`src/rtl/if_fetch_unit_pkg.sv`:
```
// Shared pipeline definitions for the instruction-fetch stage: fetch FSM states,
// reset/increment constants and the branch-target alignment helper.
package if_fetch_unit_pkg;

    typedef enum logic [1:0] {
        StFetch = 2'd0,
        StHold  = 2'd1,
        StFlush = 2'd2
    } fetch_state_e;

    localparam logic [31:0] RESET_PC = 32'h0000_0000;
    localparam logic [31:0] PC_INCR  = 32'd4;

    // Low two bits are dropped rather than trapped; misalignment is handled elsewhere.
    function automatic logic [31:0] align_pc(input logic [31:0] addr);
        return addr & ~32'd3;
    endfunction

endpackage

```
`src/rtl/if_fetch_unit.sv`:
```
// Instruction-fetch stage: drives the I-cache, buffers a word across hazard stalls and
// defers branch redirects that arrive while a cache access is still in flight.
module if_fetch_unit
    import if_fetch_unit_pkg::*;
(
    input  logic        clk,
    input  logic        reset,
    input  logic        stall,
    input  logic        branch_jump_signal,
    input  logic [31:0] branch_target,
    input  logic        imem_busywait,
    input  logic [31:0] imem_readdata,
    output logic        imem_read,
    output logic [31:0] imem_address,
    output logic [31:0] pc_out,
    output logic [31:0] pc_4_out,
    output logic [31:0] instr_out,
    output logic        fetch_busywait
);

    fetch_state_e state_q, state_d;
    logic [31:0]  pc_q, pc_d;
    logic [31:0]  redirect_pc_q, redirect_pc_d;
    logic [31:0]  instr_buf_q, instr_buf_d;
    logic [31:0]  pc_plus4;
    logic [31:0]  target_aligned;

    // Single adder serves both the sequential next PC and pc_4_out.
    assign pc_plus4       = pc_q + PC_INCR;
    assign target_aligned = align_pc(branch_target);

    always_ff @(posedge clk) begin
        if (reset) begin
            state_q       <= StFetch;
            pc_q          <= RESET_PC;
            redirect_pc_q <= RESET_PC;
            instr_buf_q   <= 32'h0;
        end else begin
            state_q       <= state_d;
            pc_q          <= pc_d;
            redirect_pc_q <= redirect_pc_d;
            instr_buf_q   <= instr_buf_d;
        end
    end

    always_comb begin
        state_d       = state_q;
        pc_d          = pc_q;
        redirect_pc_d = redirect_pc_q;
        instr_buf_d   = instr_buf_q;

        unique case (state_q)
            StFetch: begin
                if (imem_busywait) begin
                    // Address must stay put until the cache finishes; park the redirect.
                    if (branch_jump_signal) begin
                        redirect_pc_d = target_aligned;
                        state_d       = StFlush;
                    end
                end else if (branch_jump_signal) begin
                    pc_d = target_aligned;
                end else if (stall) begin
                    instr_buf_d = imem_readdata;
                    state_d     = StHold;
                end else begin
                    pc_d = pc_plus4;
                end
            end

            StHold: begin
                if (branch_jump_signal) begin
                    pc_d    = target_aligned;
                    state_d = StFetch;
                end else if (!stall) begin
                    pc_d    = pc_plus4;
                    state_d = StFetch;
                end
            end

            StFlush: begin
                if (branch_jump_signal) begin
                    redirect_pc_d = target_aligned;
                end
                if (!imem_busywait) begin
                    // A branch arriving on the completing cycle is the newest one.
                    pc_d    = branch_jump_signal ? target_aligned : redirect_pc_q;
                    state_d = StFetch;
                end
            end

            default: begin
                state_d = StFetch;
            end
        endcase
    end

    always_comb begin
        imem_read      = 1'b1;
        instr_out      = imem_readdata;
        fetch_busywait = 1'b1;

        unique case (state_q)
            StFetch: begin
                fetch_busywait = imem_busywait | stall | branch_jump_signal;
            end
            StHold: begin
                imem_read      = 1'b0;
                instr_out      = instr_buf_q;
                fetch_busywait = stall | branch_jump_signal;
            end
            StFlush: begin
                fetch_busywait = 1'b1;
            end
            default: begin
                fetch_busywait = 1'b1;
            end
        endcase
    end

    assign imem_address = pc_q;
    assign pc_out       = pc_q;
    assign pc_4_out     = pc_plus4;

endmodule

```
`config.mk`:
```
export PLATFORM = sky130hd
export DESIGN_NAME = if_fetch_unit
export DESIGN_NICKNAME = d
export VERILOG_FILES = /design/src/rtl/if_fetch_unit_pkg.sv /design/src/rtl/if_fetch_unit.sv
export SDC_FILE = /design/constraint.sdc
export NUM_CORES = 1
export LEC_CHECK = 0
export BUFFER_PORTS_ARGS = -buffer_cell sky130_fd_sc_hd__clkbuf_2
export CAP_MARGIN = 0
export CORE_MARGIN = 2
export CORE_UTILIZATION = 54
export CTS_CLUSTER_SIZE = 14
export DETAILED_ROUTE_END_ITERATION = 8
export HOLD_SLACK_MARGIN = 0.15
export PLACE_DENSITY = 0.89
export SLEW_MARGIN = 25
export SYNTH_ARGS = -nofsm -noshare
export SYNTH_HDL_FRONTEND = slang
export SYNTH_SLANG_ARGS = --single-unit
```
`constraint.sdc`:
```
create_clock -name clk -period 4.6 [get_ports clk]
set_clock_uncertainty 0.1 [all_clocks]
set_input_delay 0.46 -clock clk [delete_from_list [all_inputs] [get_ports clk]]
set_output_delay 0.46 -clock clk [all_outputs]
set_load 0.03 [all_outputs]
```
# == After elaboration in Yosys (flattened, before gate mapping) ==
# Cells that the tools add are included.
# op_classes
n_bitwise,5
n_reduce_logical,7
eq_ne,9
n_mux,19
add_sub_neg,1
# ops
operator,n
$mux W32,7
$pmux W32 S3,1
$pmux W32 S2,1
$add A32 B3 Y32 const B,1
$mux W2,7
$ne A3 B3 Y1 const B,4
$ne A2 B2 Y1 const B,3
$pmux W2 S3,1
$reduce_and A5 Y1,1
$reduce_and A4 Y1,1
$or A1 B1 Y1,3
$reduce_and A3 Y1,1
$reduce_bool A3 Y1,1
$eq A2 B1 Y1 const B,1
$eq A2 B2 Y1 const B,1
$logic_not A2 Y1,1
$not A1 Y1,2
$pmux W1 S2,1
$reduce_and A2 Y1,1
$reduce_bool A2 Y1,1
$mux W1,1
# word_totals
register_bits,98
output_inout_bits,130
elab_cells,45

# == Longest topological paths before layout ==
# logic_depth
ltp_word,5
ltp_mapped,9
mapped_depth_nobuf,6

# == Worst setup path after synthesis ==
# OpenSTA, ideal clock, no wires.
# synth_timing
path_type,register to output
from,"register pc_q[2], in the netlist imem_address[2]"
to,output pc_4_out[20]
required_ps,4040
arrival_ps,2218
path_stages_with_launch,6
path_slack_ps,1822
path_cell_list,dfxtp_1 ha_1 nand3_4 nor4_4 nand4_1 xnor2_1
# synth_via
elab_chain_len,1
# synth_rtl
item,line_no,source
start: declaration,if_fetch_unit.sv:22,"logic [31:0] pc_q, pc_d;"
start signal: assignment,if_fetch_unit.sv:40,pc_q <= pc_d;
$add A32 B3 Y32,if_fetch_unit.sv:29,assign pc_plus4 = pc_q + PC_INCR;
end: declaration,if_fetch_unit.sv:16,"output logic [31:0] pc_4_out,"
# Every way passes these cells.

# == Final worst setup path ==
# layout_timing
from,"register pc_q[5], in the netlist imem_address[5]"
to,output pc_4_out[31]
# The elaborated chain is that of the path after synthesis.

==> results.tsv <==
metric	value	unit
antenna_found_initial	0	
netlist_instances	738	
hold_path.startpoint	branch_target[26]	
postCtsHoldBufs	0	
synth-compound-area-share	0.181	
clock_sinks	98	
crit_type	flip-flop to output pin	
utilization	0.637	
synth_top_area_frac	0.351	
die_w	106	um
drcViolationCount	0	
fin_crit	3.21	ns
slowest_delay	0.65	ns
cp_data_arrival_time	2.65	ns
grt_pass1_vias	4937	
cts_buffer_depth	2	
synth_seq_area_share	0.351	
synthSimpleGateAreaFrac	0.256	
coreArea	10200	um2
maxCapViolations	0	
whs_endpoint	redirect_pc_q[26]$_SDFFE_PP0P_	
rrSetupSlack	1.90	ns
die_height	106	um
switching_share	0.361	
holdPathStages	3	
period_share	0.698	
clkSlewWorstSetupHoldPaths	0.10	ns
worstRegToRegCells	5	
rsz0062_at_grt	no	
timing.rr.start	state_q[0]$_SDFFE_PP0P_	
dpl_worst_slack	1.50	ns
worstSetupStartpoint	imem_address[5]$_SDFFE_PP0P_	
root_buffer	clkbuf_8	
diodes	0	
drive_gt1_frac	0.311	
met2_usage	0.453	
wl	15500	um
layout_setup_ws	1.39	ns
max_clock_freq	312	MHz
hold_ws	0.215	ns
io_pins	199	
grt_first_pass_wirelength	24900	um
rr_endpoint	imem_address[29]$_SDFFE_PP0P_	
top_usage_layer	met2	
cp_max_fo	16	
ant_nets	0	
dp_hpwl	10400	um
ys.warnings.count	0	
setup_violations	0	
nets	929	
worst_ir_drop_vdd	0.140	mV
p_seq_frac	0.489	
synth.avg_cell_area	7.57	um2
synth_fa_ha_area_frac	0.00224	
tritoncts	built	
synth_edf_count	0	
synthXorXnorAreaFrac	0.0439	
gr-total-overflow	0	
gp_congestion	0.824	
initial_core_util	0.548	
globalRouteMet3Util	0.0532	
post_cts_resized	0	
comb_power_share	0.247	
async_reset_ff_frac	0	
tns	0	ns
cpLargestDelayFamily	simple AND/OR/NAND/NOR gates	
wire_per_inst	15.5	um
synth_cell_type_count	51	
cp_data_required_time	4.04	ns
synth_area	5580	um2
h-tree-depth	3	
synth_common_cells	nand2_1 (169), dfxtp_1 (98), a21oi_1 (86), clkbuf_1 (42), o21ai_0 (35)	
p_sw	697	uW
synth_top_family_by_area	simple AND/OR/NAND/NOR gates	
slew_headroom	0.485	
clkPwrFrac	0.264	
cts-buffers-inserted	9	
vias	5638	
tightest_slew	0.771	ns
hold_viol_final	0	
dr.pass1.iters	5	
drtIter0Drc	448	
worst_skew_pair.late_latency	0.36	ns
yosys-top-cells-area	dfxtp_1 (35%), nand2_1 (11%), a21oi_1 (7.7%)	
slew_viol_final	0	
num_rows	37	
synth_nets	808	
cp-end-kind	output pin	
hold_path_class	primary input to flip-flop	
worstPathCellList	nand4_2 > nor2_2 > nand3_1 > nor2_1 > xor2_1 > clkbuf_2	
finalPower	1930	uW
numPortBuffers	196	
ys.flop_type	dfxtp_1	
cpMaxStageDelayCell	nor2_2	
cellPowerDensity	298	nW/um2
p_leak	0.00277	uW
yosysTopAreaCell	dfxtp_1	
area_growth	16.2	%
drt-vias-per-instance	5.64	
yosysMostFrequentCell	nand2_1	
met1_usage	0.358	
p_int	1240	uW
ys_seq_elements	98	
grt_max_degree	58	
path_buf_inv	1	
grt_usage	0.271	
cp-start-kind	flip-flop	
synthMuxAreaShare	0.0701	
cts_setup_buffers	0	
dieArea	11200	um2
run_status	complete, no violations	
[cell type report]
class / count / area [um2]
clock buffer: 9 / 124
clock inverter: 6 / 42.5
fill: 925 / 3690
inverter: 6 / 22.5
multi-input combinational: 538 / 3110
sequential: 98 / 1960
tap: 136 / 170
timing repair buffer: 206 / 1060
[cell families after synthesis]
family | count (synthesis)
simple gates | 300
compound gates | 174
buf+inv | 102
flops | 98
mux | 35
xor+xnor | 28
fa+ha+maj | 1
[worst max path at each step]
| stage | cells past startpoint | slack (ns) | end |
|---|---|---|---|
| 6_report | 6 | 1.39 | pc_4_out[31] |
| 5_1_grt | 6 | 1.20 | pc_4_out[31] |
| 4_1_cts | 6 | 1.42 | pc_4_out[31] |
| 3_5_place_dp | 7 | 1.50 | imem_address[29]$_SDFFE_PP0P_ |
| 3_3_place_gp | 7 | 1.57 | imem_address[29]$_SDFFE_PP0P_ |
| 2_1_floorplan | 5 | 1.82 | pc_4_out[20] |
[worst register-to-register path, stage by stage, from the launching register on]
cell and delay, ns:
dfxtp_1 0.54, nand2b_1 0.46, nand2_1 0.58, or4_1 0.60, mux2_2 0.27, o21ai_1 0.08
[power by group through the flow]
| stage | combinational [uW] | sequential, uW | clock, uW |
|---|---|---|---|
| 4_1_cts | 479 | 944 | 517 |
| 3_3_place_gp | 470 | 962 | 0 |
| 2_1_floorplan | 333 | 981 | 0 |
| 6_report | 478 | 945 | 510 |
| 5_1_grt | 514 | 953 | 549 |
| 3_5_place_dp | 478 | 964 | 0 |
[cell usage in the layout (no fill, tap or decap), types with 6 or more instances in the layout]
master / Yosys / layout
clkbuf_2: 0 / 195
and3_1: 17 / 17
nor2_1: 22 / 22
o21ai_1: 8 / 8
inv_1: 6 / 6
nor3_1: 17 / 16
a31oi_1: 6 / 6
o21ai_0: 35 / 35
clkbuf_8: 0 / 9
dfxtp_1: 98 / 98
nand3_1: 32 / 32
buf_4: 34 / 9
nand2_1: 169 / 169
a21oi_1: 86 / 86
mux2_2: 33 / 33
nand4_1: 7 / 7
or3_1: 7 / 7
xnor2_1: 19 / 19
xor2_1: 9 / 9
o211ai_1: 11 / 11
[metal layers]
metal / vias up / part of all wire
met3: 13 / 0.089
met1: 2588 / 0.42
li1: 2760 / -
met4: 0 / 0.0096
met2: 277 / 0.49
met5: - / 0
[registers in the layout, indices dropped and copies added, names as in the netlist]
signal and cells:
imem_address 32, instr_buf_q 32, redirect_pc_q 32, state_q 2
[stage by stage]
| stage | area [um2] | cells |
|---|---|---|
| after floorplan | 5580 | 738 |
| after global placement | 6310 | 983 |
| after detailed placement | 6320 | 984 |
| after CTS | 6490 | 999 |
| after global routing | 6490 | 999 |
| final | 6490 | 999 |
(Power assumes the default switching activity.)
